File: config.mk
export PLATFORM = sky130hd
export DESIGN_NAME = ddr_bank_sequencer_flat
export DESIGN_NICKNAME = d
export VERILOG_FILES = /design/src/rtl/ddr_bank_sequencer_pkg.sv /design/src/rtl/ddr_bank_sequencer_if.sv /design/src/rtl/ddr_bank_sequencer_bank_table.sv /design/src/rtl/ddr_bank_sequencer.sv /design/src/flat_wrapper.sv
export SDC_FILE = /design/constraint.sdc
export NUM_CORES = 1
export LEC_CHECK = 0
export BUFFER_PORTS_ARGS = -buffer_cell sky130_fd_sc_hd__buf_2
export CAP_MARGIN = 10
export CORE_AREA = 3 3 141 143
export CTS_BUF_LIST = sky130_fd_sc_hd__clkbuf_8
export DETAILED_ROUTE_END_ITERATION = 8
export DIE_AREA = 0 0 144 146
export GPL_ROUTABILITY_DRIVEN = 0
export MAX_ROUTING_LAYER = met4
export PLACE_DENSITY = 0.47
export SLEW_MARGIN = 10
export SYNTH_ARGS = -nofsm -noshare
export SYNTH_HDL_FRONTEND = slang
export SYNTH_SLANG_ARGS = --single-unit
File: constraint.sdc
create_clock -name CLK -period 8.15 [get_ports CLK]
set_clock_uncertainty 0.05 [all_clocks]
set_input_delay 0 -clock CLK [delete_from_list [all_inputs] [get_ports CLK]]
set_output_delay 0 -clock CLK [all_outputs]
set_load 0.005 [all_outputs]
File: src/rtl/ddr_bank_sequencer_pkg.sv
// Shared types for the DDR bank sequencer: command pin encodings,
// sequencer states and a helper that slices fields out of a request address.
package ddr_pkg;

  // {RAS, CAS, WE} pin encodings
  typedef enum logic [2:0] {
    C_NOOP = 3'b111,
    C_ACTV = 3'b011,
    C_READ = 3'b101,
    C_WRTE = 3'b100,
    C_PRCH = 3'b010,
    C_ARSR = 3'b001
  } cmd_t;

  typedef enum logic [2:0] {
    ST_IDLE,
    ST_PRE,
    ST_ACT,
    ST_RW,
    ST_REF_PRE,
    ST_REF
  } state_t;

  // Address pin that selects all-bank precharge on PRCH / auto-precharge on READ/WRTE
  localparam int unsigned A10_BIT = 10;

  // Extract `width` bits starting at `lsb` from a packed {row, bank, col} address
  function automatic logic [31:0] addr_field(input logic [63:0] addr,
                                             input int unsigned lsb,
                                             input int unsigned width);
    logic [63:0] mask;
    mask = (64'd1 << width) - 64'd1;
    return 32'((addr >> lsb) & mask);
  endfunction

endpackage

File: src/rtl/ddr_bank_sequencer_if.sv
// Client request handshake into the bank sequencer.
interface ddr_bank_sequencer_if #(
  parameter int unsigned ADDR_W = 25
);
  logic              REQ_VALID;
  logic              REQ_READY;
  logic [ADDR_W-1:0] REQ_ADDR;
  logic              REQ_WE;

  modport master (output REQ_VALID, output REQ_ADDR, output REQ_WE, input REQ_READY);
  modport slave  (input REQ_VALID, input REQ_ADDR, input REQ_WE, output REQ_READY);
endinterface

File: src/rtl/ddr_bank_sequencer_bank_table.sv
// Per-bank open-row tracking: one valid bit and one row address per bank.
module ddr_bank_table
  import ddr_pkg::*;
#(
  parameter  int unsigned ROW_W  = 13,
  parameter  int unsigned BANK_W = 2,
  localparam int unsigned NBANK  = 2**BANK_W
) (
  input  logic              CLK,
  input  logic              RST,
  input  logic [BANK_W-1:0] lookup_bank,
  output logic              lookup_valid,
  output logic [ROW_W-1:0]  lookup_row,
  input  logic              set_en,
  input  logic [BANK_W-1:0] set_bank,
  input  logic [ROW_W-1:0]  set_row,
  input  logic              clr_en,
  input  logic [BANK_W-1:0] clr_bank,
  input  logic              clr_all,
  output logic [NBANK-1:0]  valid_mask
);

  logic [NBANK-1:0][ROW_W-1:0] rows;

  assign lookup_valid = valid_mask[lookup_bank];
  assign lookup_row   = rows[lookup_bank];

  // Open/close banks; clear-all takes priority over single-bank updates
  always_ff @(posedge CLK) begin
    if (!RST) begin
      valid_mask <= '0;
      rows       <= '0;
    end else begin
      if (clr_all) begin
        valid_mask <= '0;
      end else begin
        if (clr_en) valid_mask[clr_bank] <= 1'b0;
        if (set_en) valid_mask[set_bank] <= 1'b1;
      end
      if (set_en) rows[set_bank] <= set_row;
    end
  end

endmodule

File: src/rtl/ddr_bank_sequencer.sv
// DDR command sequencer: tracks an open row per bank, issues
// PRCH/ACTV/READ/WRTE/ARSR with programmable gaps and services toggle refresh.
module ddr_bank_sequencer
  import ddr_pkg::*;
#(
  parameter  int unsigned ROW_W  = 13,
  parameter  int unsigned BANK_W = 2,
  parameter  int unsigned COL_W  = 10,
  parameter  int unsigned T_RP   = 3,
  parameter  int unsigned T_RCD  = 3,
  parameter  int unsigned T_CCD  = 2,
  parameter  int unsigned T_RFC  = 10,
  localparam int unsigned NBANK  = 2**BANK_W,
  localparam int unsigned ADDR_W = ROW_W + BANK_W + COL_W
) (
  input  logic                 CLK,
  input  logic                 RST,
  ddr_bank_sequencer_if.slave  req,
  input  logic                 REFRESH_STROBE,
  output logic [2:0]           CMD,
  output logic [ROW_W-1:0]     CMD_ADDR,
  output logic [BANK_W-1:0]    CMD_BANK,
  output logic                 RW_STROBE,
  output logic                 RW_WRITE,
  output logic [NBANK-1:0]     OPEN_MASK
);

  localparam int unsigned CNT_W = 16;

  state_t            state, state_nxt, step;
  logic [CNT_W-1:0]  wait_cnt;
  logic              wait_done;
  logic              ack, refresh_pending, accept, issue;

  logic [ADDR_W-1:0] lat_addr;
  logic              lat_we;
  logic [ADDR_W-1:0] cur_addr;
  logic              cur_we;
  logic [ROW_W-1:0]  cur_row;
  logic [BANK_W-1:0] cur_bank;
  logic [COL_W-1:0]  cur_col;

  logic              lk_valid;
  logic [ROW_W-1:0]  lk_row;

  cmd_t              issue_cmd;
  logic [ROW_W-1:0]  issue_addr;
  logic              issue_addr_en, issue_bank_en, issue_rw;
  logic [CNT_W-1:0]  issue_gap;
  logic              tbl_set, tbl_clr, tbl_clr_all, ack_load;

  assign wait_done       = (wait_cnt == '0);
  assign refresh_pending = ack ^ REFRESH_STROBE;
  assign req.REQ_READY   = (state == ST_IDLE) && wait_done && !refresh_pending;
  assign accept          = req.REQ_VALID && req.REQ_READY;

  // In IDLE the first command issues from the live request; later steps use the latched copy
  assign cur_addr = (state == ST_IDLE) ? req.REQ_ADDR : lat_addr;
  assign cur_we   = (state == ST_IDLE) ? req.REQ_WE   : lat_we;
  assign cur_row  = ROW_W'(addr_field(64'(cur_addr), BANK_W + COL_W, ROW_W));
  assign cur_bank = BANK_W'(addr_field(64'(cur_addr), COL_W, BANK_W));
  assign cur_col  = COL_W'(addr_field(64'(cur_addr), 0, COL_W));

  ddr_bank_table #(
    .ROW_W  (ROW_W),
    .BANK_W (BANK_W)
  ) u_table (
    .CLK          (CLK),
    .RST          (RST),
    .lookup_bank  (cur_bank),
    .lookup_valid (lk_valid),
    .lookup_row   (lk_row),
    .set_en       (tbl_set),
    .set_bank     (cur_bank),
    .set_row      (cur_row),
    .clr_en       (tbl_clr),
    .clr_bank     (cur_bank),
    .clr_all      (tbl_clr_all),
    .valid_mask   (OPEN_MASK)
  );

  // State register and gap counter
  always_ff @(posedge CLK) begin
    if (!RST) begin
      state    <= ST_IDLE;
      wait_cnt <= '0;
    end else begin
      state <= state_nxt;
      if (issue)           wait_cnt <= issue_gap;
      else if (!wait_done) wait_cnt <= wait_cnt - CNT_W'(1);
    end
  end

  // Next state: `step` is the command slot acted on this cycle. IDLE resolves it
  // directly from refresh/request so the first command lands one cycle after accept.
  always_comb begin
    step = state;
    if (state == ST_IDLE && wait_done) begin
      if (refresh_pending) begin
        step = (OPEN_MASK != '0) ? ST_REF_PRE : ST_REF;
      end else if (req.REQ_VALID) begin
        if (!lk_valid)             step = ST_ACT;
        else if (lk_row == cur_row) step = ST_RW;
        else                        step = ST_PRE;
      end
    end
    issue     = (step != ST_IDLE) && wait_done;
    state_nxt = state;
    if (issue) begin
      case (step)
        ST_PRE:     state_nxt = ST_ACT;
        ST_ACT:     state_nxt = ST_RW;
        ST_RW:      state_nxt = ST_IDLE;
        ST_REF_PRE: state_nxt = ST_REF;
        ST_REF:     state_nxt = ST_IDLE;
        default:    state_nxt = ST_IDLE;
      endcase
    end
  end

  // Outputs: command to issue, its pins, follow-on gap and table/refresh side effects
  always_comb begin
    issue_cmd     = C_NOOP;
    issue_addr    = '0;
    issue_addr_en = 1'b0;
    issue_bank_en = 1'b0;
    issue_rw      = 1'b0;
    issue_gap     = '0;
    tbl_set       = 1'b0;
    tbl_clr       = 1'b0;
    tbl_clr_all   = 1'b0;
    ack_load      = 1'b0;
    if (issue) begin
      case (step)
        ST_PRE: begin
          issue_cmd     = C_PRCH;
          issue_addr_en = 1'b1;
          issue_bank_en = 1'b1;
          issue_gap     = CNT_W'(T_RP - 1);
          tbl_clr       = 1'b1;
        end
        ST_ACT: begin
          issue_cmd     = C_ACTV;
          issue_addr    = cur_row;
          issue_addr_en = 1'b1;
          issue_bank_en = 1'b1;
          issue_gap     = CNT_W'(T_RCD - 1);
          tbl_set       = 1'b1;
        end
        ST_RW: begin
          issue_cmd     = cur_we ? C_WRTE : C_READ;
          issue_addr    = ROW_W'(cur_col);
          issue_addr_en = 1'b1;
          issue_bank_en = 1'b1;
          issue_rw      = 1'b1;
          issue_gap     = CNT_W'(T_CCD - 1);
        end
        ST_REF_PRE: begin
          issue_cmd              = C_PRCH;
          issue_addr[A10_BIT]    = 1'b1;
          issue_addr_en          = 1'b1;
          issue_gap              = CNT_W'(T_RP - 1);
          tbl_clr_all            = 1'b1;
        end
        ST_REF: begin
          issue_cmd = C_ARSR;
          issue_gap = CNT_W'(T_RFC - 1);
          ack_load  = 1'b1;
        end
        default: ;
      endcase
    end
  end

  // Request latch and refresh acknowledge
  always_ff @(posedge CLK) begin
    if (!RST) begin
      lat_addr <= '0;
      lat_we   <= 1'b0;
      ack      <= REFRESH_STROBE;
    end else begin
      if (accept) begin
        lat_addr <= req.REQ_ADDR;
        lat_we   <= req.REQ_WE;
      end
      if (ack_load) ack <= REFRESH_STROBE;
    end
  end

  // Registered command/address pins; address and bank hold when not driven
  always_ff @(posedge CLK) begin
    if (!RST) begin
      CMD       <= C_NOOP;
      CMD_ADDR  <= '0;
      CMD_BANK  <= '0;
      RW_STROBE <= 1'b0;
      RW_WRITE  <= 1'b0;
    end else begin
      CMD       <= issue_cmd;
      RW_STROBE <= issue_rw;
      RW_WRITE  <= issue_rw && cur_we;
      if (issue_addr_en) CMD_ADDR <= issue_addr;
      if (issue_bank_en) CMD_BANK <= cur_bank;
    end
  end

endmodule

File: src/flat_wrapper.sv
// flat-port wrapper written by rule: the top's interface ports become plain ports
module ddr_bank_sequencer_flat import ddr_pkg::*;
#(
  parameter  int unsigned ROW_W  = 13,
  parameter  int unsigned BANK_W = 2,
  parameter  int unsigned COL_W  = 10,
  parameter  int unsigned T_RP   = 3,
  parameter  int unsigned T_RCD  = 3,
  parameter  int unsigned T_CCD  = 2,
  parameter  int unsigned T_RFC  = 10,
  localparam int unsigned NBANK  = 2**BANK_W,
  localparam int unsigned ADDR_W = ROW_W + BANK_W + COL_W
)
  (CLK, RST, REFRESH_STROBE, CMD, CMD_ADDR, CMD_BANK, RW_STROBE, RW_WRITE, OPEN_MASK, req_REQ_VALID, req_REQ_ADDR, req_REQ_WE, req_REQ_READY);
  ddr_bank_sequencer_if #(.ADDR_W((ROW_W + BANK_W + COL_W))) req_i ();
  input  logic CLK;
  input  logic RST;
  input  logic REFRESH_STROBE;
  output logic [2:0] CMD;
  output logic [ROW_W-1:0] CMD_ADDR;
  output logic [BANK_W-1:0] CMD_BANK;
  output logic RW_STROBE;
  output logic RW_WRITE;
  output logic [NBANK-1:0] OPEN_MASK;
  input wire logic [$bits(req_i.REQ_VALID)-1:0] req_REQ_VALID;
  input wire logic [$bits(req_i.REQ_ADDR)-1:0] req_REQ_ADDR;
  input wire logic [$bits(req_i.REQ_WE)-1:0] req_REQ_WE;
  output wire logic [$bits(req_i.REQ_READY)-1:0] req_REQ_READY;
  assign req_i.REQ_VALID = req_REQ_VALID;
  assign req_i.REQ_ADDR = req_REQ_ADDR;
  assign req_i.REQ_WE = req_REQ_WE;
  assign req_REQ_READY = req_i.REQ_READY;
  ddr_bank_sequencer #(.ROW_W(ROW_W), .BANK_W(BANK_W), .COL_W(COL_W), .T_RP(T_RP), .T_RCD(T_RCD), .T_CCD(T_CCD), .T_RFC(T_RFC)) u_core (.CLK(CLK), .RST(RST), .req(req_i), .REFRESH_STROBE(REFRESH_STROBE), .CMD(CMD), .CMD_ADDR(CMD_ADDR), .CMD_BANK(CMD_BANK), .RW_STROBE(RW_STROBE), .RW_WRITE(RW_WRITE), .OPEN_MASK(OPEN_MASK));
endmodule
==> impl_summary.log, run 1 <==
INFO  metric grt_pass1_vias = ~5200
INFO  metric drtIter0Drc = between 400 and 500
INFO  metric post_synthesis_to_final_layout_area_growth = 20.1%
INFO  metric cp_max_fo = 26
INFO  metric mappedNetlistArea = about 5900 um2
INFO  metric vias = 5100
INFO  metric cell_chain_critical_path = nor3_4, buf_4, mux2i_4, buf_4, mux2_2, a221oi_1, nand4_1, a2111oi_2, o211ai_2, o21ai_2, nand3_2, o221ai_1
INFO  metric criticalPathCategory = reg -> reg
INFO  metric critical_path_required = roughly 8.5 ns
INFO  metric cts_setup_buffers = 0
INFO  metric critical_path_cell_with_the_highest_stage_delay = nor3_4
INFO  metric tritoncts.num_buffers = 17
INFO  metric final.setup.tns = 0 ns
INFO  metric synth.avg_cell_area = between 8 and 9 um2
INFO  metric min_path_type = in -> reg
INFO  metric io_pins = between 50 and 60
INFO  metric dp_hpwl = around 11000 um
INFO  metric leakage = around 2.7 nW
INFO  metric layout.cells.non_filler = 991
INFO  metric final-max-slew-violation-count = 0
INFO  metric actual_slew_at_the_worst_max_slew_pin = between 1 and 1.5 ns
INFO  metric core = between 15000 and 20000 um2
INFO  metric post-route-period-util = 0.599
INFO  metric number_of_instances_in_the_synthesized_netlist = just under 700
INFO  metric io_buffers = 54
INFO  metric postPlaceCellArea = ~6400 um2
INFO  metric power.density_cell_area = about 240 nW/um2
INFO  metric synth_sequential_area_ratio = 0.414
INFO  metric route.detailed.vias_per_inst = a little over 5
INFO  metric slew_headroom = 0.218
INFO  metric drtAntennaViolNets = 0
INFO  metric nets = a little under 800
INFO  metric final_common_cell = dfxtp_1
INFO  metric timing.final.hold_violations = 0
INFO  metric cp.buffers_inverters = 2
INFO  metric finalHoldWorstSlack = about 0.09 ns
INFO  metric post_route_minimum_period = 4.88 ns
INFO  metric grt_max_degree = between 60 and 70
INFO  metric timing.critical_path.to_type = flop
INFO  metric overall_power = 1.72 mW
INFO  metric cts_repair_resize_count = 0
INFO  metric tritoncts_num_sinks = 122
INFO  metric antenna_cells_inserted = 0
INFO  metric bufs_on_longest_clock_path = 2
INFO  metric fin_util = 0.381
INFO  metric starting_utilization_of_the_core_area = 0.317
INFO  metric max_freq = 0.205 GHz
INFO  metric critical_path.most_common_cell = buf_4
INFO  metric first_pass_iters = 5
INFO  metric ctsHtreeMaxLevel = 4
INFO  metric placementRows = 50
INFO  metric routed_wirelength = around 16000 um
INFO  metric synth_edf_count = 1
INFO  metric setup_slack = 3.27 ns
INFO  metric clock_tree_from_tritoncts = built
INFO  metric grt-ovfl-total = 0
INFO  metric wl_per_cell = roughly 17 um
INFO  metric worstSetupStartpointType = flop
INFO  metric number_of_nets_in_the_synthesized_netlist = 705
INFO  metric yosys_warnings = 0
INFO  metric clock-root-buffer = clkbuf_8
INFO  metric grt_antenna_before_repair = 0
INFO  metric status = completed
INFO  metric numPlacedInstances = about 920
INFO  metric floorplan.die_area = around 21000 um2
INFO  metric setup_violations = 0
INFO  metric chipHeight = around 150 um
INFO  metric postSynthRegisterBits = 122
INFO  metric max_cap_viol_count = 0
INFO  metric postSynth.asyncResetShare = 0
INFO  metric wire_length_of_the_first_global_routing_pass = 27100 um
INFO  metric dominantRegCellSynth = dfxtp_1
INFO  metric globalRouteTotalUtil = 0.168
INFO  metric share_of_post_route_cells_with_drive_strength_above_1 = 0.159
INFO  metric rsz_0062_raised_after_global_routing = no
INFO  metric width_of_the_chip = about 140 um
INFO  metric peakVddDrop = roughly 0.12 mV
INFO  metric fill_cells = about 1900
INFO  metric timing.critical_path.arrival = around 5.2 ns
INFO  metric drc_errors = 0
INFO  metric ys_types = just under 60
INFO  metric fin_area = between 7000 and 8000 um2
INFO  metric critPathMaxStageDelay = 0.77 ns
INFO  metric pre_cts_slack = 3.24 ns
INFO  metric clkLatencyLatePin = 0.46 ns
INFO  metric layout.cells.most_common_list = dfxtp_1, nor2_1, nand2_1
INFO  metric combined_area_of_the_multi_input_logic_cells = 3240 um2
INFO  metric clk_transition_reported_paths = 0.08 ns
INFO  metric cell_class_contributing_the_biggest_share_of_worst_path_delay = compound AO/OA/AOI/OAI gates
INFO  metric sequential_cell_area = ~2500 um2
==> synthesized netlist by cell type (4+ instances only) <==
cell type | n | share of area
buf_2 | 11 | 0.0093
inv_1 | 9 | 0.0057
dfxtp_1 | 121 | 0.41
mux2i_1 | 71 | 0.12
a21boi_0 | 9 | 0.011
nor3_4 | 5 | 0.014
nand2_1 | 82 | 0.052
xor2_1 | 9 | 0.013
nor3_1 | 11 | 0.0093
nand3_1 | 10 | 0.0084
xnor2_1 | 19 | 0.028
nor2b_1 | 5 | 0.0053
o31ai_1 | 5 | 0.0063
o21ai_0 | 10 | 0.0084
nor2_1 | 89 | 0.056
nor4_1 | 6 | 0.0063
a21oi_1 | 41 | 0.035
clkbuf_1 | 31 | 0.020
o221ai_1 | 11 | 0.016
mux2_2 | 4 | 0.0076
a211oi_1 | 60 | 0.076
==> sequential cells by signal, indices dropped and copies added, names as in the netlist, 2 cells and up <==
signal,count
u_core.u_table.rows,52
u_core.lat_addr,25
u_core.wait_cnt,16
u_core.CMD_ADDR,13
u_core.u_table.valid_mask,4
u_core.CMD,3
u_core.state,3
u_core.CMD_BANK,2
==> worst paths after layout <==
| path | start | to | slack [ns] | cells past startpoint |
|---|---|---|---|---|
| max | u_core.state[1]$_SDFFE_PN0N_ | u_core.CMD_ADDR[8]$_SDFFE_PN0P_ | 3.27 | 12 |
| min reg2reg | u_core.lat_addr[8]$_SDFFE_PN0P_ | u_core.lat_addr[8]$_SDFFE_PN0P_ | 0.40 | 2 |
| min | req_REQ_VALID | u_core.lat_addr[11]$_SDFFE_PN0P_ | 0.09 | 4 |
| max reg2reg | u_core.state[1]$_SDFFE_PN0N_ | u_core.CMD_ADDR[8]$_SDFFE_PN0P_ | 3.27 | 12 |
==> power breakdown <==
group	leakage [nW]	total, mW	internal, mW	switching, mW
Sequential	0.987	0.686	0.642	0.0437
Clock	0.195	0.539	0.252	0.286
Combinational	1.54	0.498	0.194	0.304
Total	2.72	1.72	1.09	0.634
==> area by class of cell <==
type | count | area share
multi-input cells | 493 | 0.455
flip-flops and latches | 122 | 0.344
inverters | 10 | 0.00527
clock inverters | 15 | 0.0220
repair buffers | 100 | 0.0991
clock buffers | 17 | 0.0329
well taps | 234 | 0.0411
==> routing by layer <==
layer,GRT usage,vias up,part of all wire
met2,0.270,118,0.48
met1,0.210,2410,0.47
li1,-,2557,-
met4,0.0508,0,0.013
met5,-,-,0
met3,0.0371,15,0.038
==> cell families (layout without fill, tap and decap cells) <==
group / after synthesis / count (layout) / synth area share
DFF: 122 / 122 / 0.414
buffers and inverters: 59 / 142 / 0.0441
AOI/OAI and AO/OA: 160 / 160 / 0.189
and+or+nand+nor: 227 / 227 / 0.175
muxes: 77 / 77 / 0.135
adders and majority gates: 1 / 1 / 0.00211
xor gates and xnor gates: 28 / 28 / 0.0414
==> worst register-to-register path: stages (launching register included) <==
cell,delay [ns]
dfxtp_1,0.48
nor3_4,0.77
buf_4,0.50
mux2i_4,0.30
buf_4,0.40
mux2_2,0.40
a221oi_1,0.31
nand4_1,0.16
a2111oi_2,0.41
o211ai_2,0.26
o21ai_2,0.24
nand3_2,0.27
o221ai_1,0.26
==> timing repair <==
| item | 4_1_cts | 5_1_grt |
|---|---|---|
| endpoints found under the setup margin | 0 | 0 |
| hold endpoints to repair | 42 | 0 |
| hold buffers | 36 | 0 |
(Power assumes the default switching activity.)
==> run 2: changes to the inputs <==
Settings changed: PLACE_DENSITY 0.47 to 0.48.
Clock period 8.15 ns to 4.1 ns, I/O delays scaled along.
==> impl_summary.log, run 2 (same netlist as run 1, synthesis figures left out) <==
INFO  metric post_synthesis_to_final_layout_area_growth = 23.7%
INFO  metric reg2reg_setup_slack = 0.35 ns (-2.92 ns)
INFO  metric globalRouteTotalUtil = 0.169 (+0.000740)
INFO  metric setup_violations = 0 (unchanged)
INFO  metric min_delay_path_depth = 2 (-2)
INFO  metric ctsHtreeMaxLevel = 4 (unchanged)
INFO  metric holdCritStartpoint = REFRESH_STROBE
INFO  metric clkLatencyLatePin = 0.45 ns (about the same)
INFO  metric routed_wirelength = 17000 um (+3.3%)
INFO  metric postPlaceCellArea = 6550 um2 (+2.8%)
INFO  metric nets = 802 (+3.5%)
INFO  metric final-max-slew-violation-count = 0 (unchanged)
INFO  metric max_freq = 0.267 GHz (+30%)
INFO  metric width_of_the_chip = 144 um (unchanged)
INFO  metric critical_path.reg2reg.endpoint = u_core.CMD_ADDR[6]$_SDFFE_PN0P_
INFO  metric rsz_0062_raised_after_global_routing = no
INFO  metric status = completed
INFO  metric fin_area = 7330 um2 (+3.0%)
INFO  metric final.setup.tns = 0 ns (unchanged)
INFO  metric timing.critical_path.arrival = 4.06 ns (-1.14 ns)
INFO  metric fin_util = 0.392 (+0.0113)
INFO  metric overall_power = 3.50 mW (+100%)
INFO  metric route.detailed.vias_per_inst = 5.18 (+0.65%)
INFO  metric max_flop_register = u_core.u_table.rows
INFO  metric grt_antenna_before_repair = 0 (unchanged)
INFO  metric wl_per_cell = 16.7 um (+0.55%)
INFO  metric chipHeight = 146 um (unchanged)
INFO  metric worstSetupStartpointType = flop
INFO  metric vias = 5273 (+3.4%)
INFO  metric post_route_minimum_period = 3.75 ns (-1.13 ns)
INFO  metric crit-reg2reg-launch = u_core.state[0]$_SDFFE_PN0N_
INFO  metric tritoncts.num_buffers = 17 (unchanged)
INFO  metric max_cap_viol_count = 0 (unchanged)
INFO  metric peakVddDrop = 0.228 mV (+88%)
INFO  metric io_pins = 55 (unchanged)
INFO  metric floorplan.die_area = 21000 um2 (unchanged)
INFO  metric leakage = 2.85 nW (+4.9%)
INFO  metric wire_length_of_the_first_global_routing_pass = 27500 um (+1.4%)
INFO  metric reg.largest.list = u_core.u_table.rows: 52 flops, u_core.lat_addr: 25 flops, u_core.wait_cnt: 16 flops
INFO  metric setup_slack = 0.352 ns (-2.92 ns)
INFO  metric final_common_cell = dfxtp_1
INFO  metric worstHoldEndpoint = u_core.ack$_DFFE_PP_
INFO  metric bufs_on_longest_clock_path = 2 (unchanged)
INFO  metric core = 18700 um2 (unchanged)
INFO  metric placementRows = 50 (unchanged)
INFO  metric criticalPathCategory = reg -> reg
INFO  metric share_of_post_route_cells_with_drive_strength_above_1 = 0.186 (+0.0277)
INFO  metric first_pass_iters = 5 (unchanged)
INFO  metric clock-root-buffer = clkbuf_8
INFO  metric drc_errors = 0 (unchanged)
INFO  metric layout.cells.most_common_list = dfxtp_1, nor2_1, nand2_1
INFO  metric timing.critical_path.to_type = flop
INFO  metric clk_transition_reported_paths = 0.08 ns (about the same)
INFO  metric grt-ovfl-total = 0 (unchanged)
INFO  metric antenna_cells_inserted = 0 (unchanged)
INFO  metric min_path_type = in -> reg
INFO  metric fill_cells = 1872 (-0.69%)
INFO  metric cp_max_fo = 12 (-54%)
INFO  metric pre_cts_slack = 0.325 ns (-2.91 ns)
INFO  metric power.density_cell_area = 477 nW/um2 (+97%)
INFO  metric io_buffers = 54 (unchanged)
INFO  metric critical_path_required = 4.41 ns (-4.06 ns)
INFO  metric slew_headroom = 0.345 (+0.128)
INFO  metric actual_slew_at_the_worst_max_slew_pin = 0.982 ns (-0.188 ns)
INFO  metric starting_utilization_of_the_core_area = 0.317 (unchanged)
INFO  metric clock_tree_from_tritoncts = built
INFO  metric post-route-period-util = 0.914 (+0.315)
INFO  metric timing.final.hold_violations = 0 (unchanged)
INFO  metric grt_pass1_vias = 5180 (+0.058%)
INFO  metric drtAntennaViolNets = 0 (unchanged)
INFO  metric drtIter0Drc = 453 (-5.0%)
INFO  metric grt_max_degree = 50 (-19%)
INFO  metric number_of_flip_flops_in_the_largest_register = 52 (unchanged)
INFO  metric r2r_cells = 12 (unchanged)
INFO  metric dp_hpwl = 11800 um (+6.0%)
INFO  metric tritoncts_num_sinks = 122 (unchanged)
## run 2: changes by cell type in the layout (fill, tap and decap cells not counted)
cell,change
inv_8,-4
buf_4,+26
clkinv_2,+1
dlygate4sd3_1,+1
inv_6,+3
bufinv_16,+1
clkinv_4,-2
clkinvlp_4,+1
## run 2: where the power goes
part | internal, mW | switching (mW)
Clock | 0.550 | 0.540
Combinational | 0.432 | 0.614
Sequential | 1.28 | 0.0859
Total | 2.26 | 1.24
## run 2: layer usage
layer | vias up | GRT usage | routed length (um)
li1 | 2611 | - | -
met3 | 23 | 0.0388 | 711
met2 | 134 | 0.271 | 8260
met4 | 0 | 0.0466 | 221
met5 | - | - | 0
met1 | 2505 | 0.212 | 7850
## run 2: area by class of cell
cell class                 instances  area [um2]  share of cell area
inverter                          10        37.5             0.00512
sequential                       122        2450               0.334
multi-input combinational        493        3240               0.442
clock inverter                    15         163              0.0222
clock buffer                      17         234              0.0319
tap                              234         293              0.0399
timing repair buffer             127         911               0.124
## run 2: worst max path at each step
stage / cells past startpoint / endpoint / slack [ns] / startpoint
after global placement: 12 / u_core.u_table.rows[8]$_SDFFE_PN0P_ / 0.37 / u_core.state[0]$_SDFFE_PN0N_
after CTS: 12 / u_core.u_table.rows[9]$_SDFFE_PN0P_ / 0.32 / u_core.state[0]$_SDFFE_PN0N_
after detailed placement: 12 / u_core.u_table.rows[37]$_SDFFE_PN0P_ / 0.32 / u_core.state[0]$_SDFFE_PN0N_
after floorplan: 13 / u_core.CMD_ADDR[2]$_SDFFE_PN0P_ / 0.94 / u_core.state[2]$_SDFFE_PN0N_
after global routing: 13 / u_core.u_table.rows[0]$_SDFFE_PN0P_ / 0.06 / u_core.state[0]$_SDFFE_PN0N_
final: 12 / u_core.CMD_ADDR[6]$_SDFFE_PN0P_ / 0.35 / u_core.state[0]$_SDFFE_PN0N_
## run 2: repair_timing
item	CTS	global route
endpoints found under the setup margin	0	10
setup buffers	0	2
resized for setup	0	0
hold endpoints to repair	43	0
hold buffers	37	0
## run 2: worst max-delay path, stage by stage (launching register included)
cell and delay (ns):
dfxtp_1 0.42, nor3_4 0.29, mux2i_4 0.44, buf_4 0.24, buf_4 0.17, mux2i_1 0.27
o221ai_1 0.14, o41a_1 0.18, a2111oi_2 0.37, o211ai_2 0.26, o21ai_2 0.23, nand3_2 0.29
o221ai_1 0.29
## run 2: through the flow
step                      hold WS (ns)  instances
after floorplan                 0.0489        674
after global placement           0.190        947
after detailed placement         0.192        947
after CTS                        0.268       1016
after global routing             0.283       1018
final                            0.283       1018
==> run 3: changes to the inputs <==
==> constraint.sdc (replaced) <==
create_clock -name CLK -period 4.1 [get_ports CLK]
set_clock_uncertainty 0.05 [all_clocks]
set_input_delay 0.82 -clock CLK [delete_from_list [all_inputs] [get_ports CLK]]
set_output_delay 0.82 -clock CLK [all_outputs]
set_load 0.005 [all_outputs]
==> impl_summary.log, run 3 (same netlist as run 1, synthesis figures left out) <==
INFO  metric chipHeight = 146 um (unchanged)
INFO  metric routed_wirelength = 16600 um (-2.4%)
INFO  metric drc_errors = 0 (unchanged)
INFO  metric final_common_cell = dfxtp_1
INFO  metric tritoncts_num_sinks = 122 (unchanged)
INFO  metric width_of_the_chip = 144 um (unchanged)
INFO  metric nets = 761 (-5.1%)
INFO  metric core = 18700 um2 (unchanged)
INFO  metric grt-ovfl-total = 0 (unchanged)
INFO  metric floorplan.die_area = 21000 um2 (unchanged)
INFO  metric clock-root-buffer = clkbuf_8
INFO  metric rsz_0062_raised_after_global_routing = no
INFO  metric fin_util = 0.373 (-0.0189)
INFO  metric slew_headroom = 0.487 (+0.142)
INFO  metric antenna_cells_inserted = 0 (unchanged)
INFO  metric wire_length_of_the_first_global_routing_pass = 27100 um (-1.3%)
INFO  metric tritoncts.num_buffers = 17 (unchanged)
INFO  metric max_flop_register = u_core.u_table.rows
INFO  metric drtAntennaViolNets = 0 (unchanged)
INFO  metric power.density_cell_area = 506 nW/um2 (+6.0%)
INFO  metric clock_power_share = 0.331 (+0.019)
INFO  metric power.combinational.fraction = 0.284 (-0.015)
INFO  metric clkLatencyLatePin = 0.44 ns (about the same)
INFO  metric critical_path_required = 4.41 ns (about the same)
INFO  metric ctsHtreeMaxLevel = 4 (unchanged)
INFO  metric ctsHoldBuffers = 0 (-100%)
INFO  metric clk_transition_reported_paths = 0.09 ns (about the same)
INFO  metric actual_slew_at_the_worst_max_slew_pin = 0.769 ns (-0.213 ns)
INFO  metric route.detailed.vias_per_inst = 5.22 (+0.82%)
INFO  metric drtIter0Drc = 408 (-9.9%)
INFO  metric final.setup.tns = 0 ns (unchanged)
INFO  metric timing.critical_path.to_type = flop
INFO  metric worstSetupStartpointType = flop
INFO  metric criticalPathCategory = reg -> reg
INFO  metric post_synthesis_to_final_layout_area_growth = 17.7%
INFO  metric first_pass_iters = 5 (unchanged)
INFO  metric top_usage_layer = met2
INFO  metric peakVddDrop = 0.184 mV (-19%)
INFO  metric cts_repair_resize_count = 0 (unchanged)
INFO  metric met3_usage = 0.0421 (+0.00329)
INFO  metric leakage = 2.69 nW (-5.9%)
INFO  metric layout.cells.most_common_list = dfxtp_1, nor2_1, nand2_1
INFO  metric globalRouteTotalUtil = 0.168 (-0.000833)
INFO  metric setup_slack = 0.375 ns (+0.0235 ns)
INFO  metric timing.critical_path.arrival = 4.03 ns (-0.03 ns)
INFO  metric timing.final.hold_violations = 0 (unchanged)
INFO  metric wl_per_cell = 17.0 um (+1.7%)
INFO  metric placementRows = 50 (unchanged)
INFO  metric cell_internal_pwr = 2.26 mW (about the same)
INFO  metric dp_hpwl = 12000 um (+1.9%)
INFO  metric grt_max_degree = 69 (+38%)
INFO  metric grt_antenna_before_repair = 0 (unchanged)
INFO  metric max_cap_viol_count = 0 (unchanged)
INFO  metric reg.largest.list = u_core.u_table.rows: 52 flops, u_core.lat_addr: 25 flops, u_core.wait_cnt: 16 flops
INFO  metric power.share.switching = 0.360 (+0.00574)
INFO  metric met1_track_demand_over_resource_in_global_routing = 0.210 (-0.00202)
INFO  metric final-max-slew-violation-count = 0 (unchanged)
INFO  metric pre_cts_slack = 0.318 ns (-0.00665 ns)
INFO  metric met2_usage = 0.269 (-0.00163)
INFO  metric min_path_type = reg -> reg
INFO  metric bufs_on_longest_clock_path = 2 (unchanged)
INFO  metric p_sw = 1.27 mW (+2.5%)
INFO  metric number_of_flip_flops_in_the_largest_register = 52 (unchanged)
INFO  metric post-route-period-util = 0.908 (-0.00574)
INFO  metric post_route_minimum_period = 3.72 ns (-0.0235 ns)
INFO  metric setup_violations = 0 (unchanged)
INFO  metric cts_setup_buffers = 0 (unchanged)
INFO  metric sequentialPowerShare = 0.386 (-0.003)
INFO  metric clock_tree_from_tritoncts = built
INFO  metric vias = 5102 (-3.2%)
INFO  metric cp_max_fo = 17 (+5)
INFO  metric share_of_post_route_cells_with_drive_strength_above_1 = 0.191 (+0.00489)
INFO  metric grt_pass1_vias = 5061 (-2.3%)
INFO  metric reg2reg_setup_slack = 0.38 ns (+0.02 ns)
INFO  metric starting_utilization_of_the_core_area = 0.317 (unchanged)
INFO  metric max_freq = 0.268 GHz (+0.63%)
INFO  metric io_buffers = 54 (unchanged)
INFO  metric status = completed
INFO  metric finalHoldWorstSlack = 0.407 ns (+0.124 ns)
INFO  metric io_pins = 55 (unchanged)
==> run 3: area by class of cell <==
type | count | area [um2]
inverters | 10 | 37.5
repair buffers | 86 | 523
multi-input cells | 493 | 3240
clock inverters | 15 | 196
well taps | 234 | 293
clock buffers | 17 | 234
flip-flops and latches | 122 | 2450
fillers | 1903 | 11700
==> run 3: final timing paths <==
check,from,end,cells past startpoint
hold / removal,u_core.lat_addr[0]$_SDFFE_PN0P_,u_core.lat_addr[0]$_SDFFE_PN0P_,2
hold reg to reg,u_core.lat_addr[0]$_SDFFE_PN0P_,u_core.lat_addr[0]$_SDFFE_PN0P_,2
setup / recovery,u_core.state[1]$_SDFFE_PN0N_,u_core.CMD_ADDR[8]$_SDFFE_PN0P_,11
setup reg to reg,u_core.state[1]$_SDFFE_PN0N_,u_core.CMD_ADDR[8]$_SDFFE_PN0P_,11
==> run 3: metal layers <==
layer | vias to the layer above | part of all wire | wire length [um]
li1 | 2532 | - | -
met4 | 0 | 0.013 | 221
met5 | - | 0 | 0
met2 | 114 | 0.50 | 8290
met1 | 2442 | 0.45 | 7510
met3 | 14 | 0.037 | 615
==> run 3: power by group through the flow <==
stage	Clock (mW)	Combinational [mW]	Sequential, mW
floorplan	0	0.731	1.36
global placement	0	0.995	1.38
finish	1.17	1.00	1.36
global route	1.26	1.12	1.38
detailed placement	0	0.996	1.39
CTS	1.20	1.00	1.36
==> run 3: critical path, stage by stage, from the launching register on <==
cell and delay, ns:
dfxtp_1 0.48, nor3_4 0.29, buf_4 0.33, mux2_2 0.50, a21o_1 0.20, a221oi_1 0.23
nand4_1 0.15, a2111oi_2 0.40, o211ai_2 0.24, o21ai_2 0.22, nand3_2 0.27, o221ai_1 0.27
==> run 3: stage by stage <==
step | total power, mW | instance area [um2] | cells
finish | 3.53 | 6980 | 977
global route | 3.76 | 6980 | 977
CTS | 3.56 | 6980 | 977
detailed placement | 2.38 | 6550 | 945
global placement | 2.38 | 6550 | 945
floorplan | 2.09 | 5930 | 674
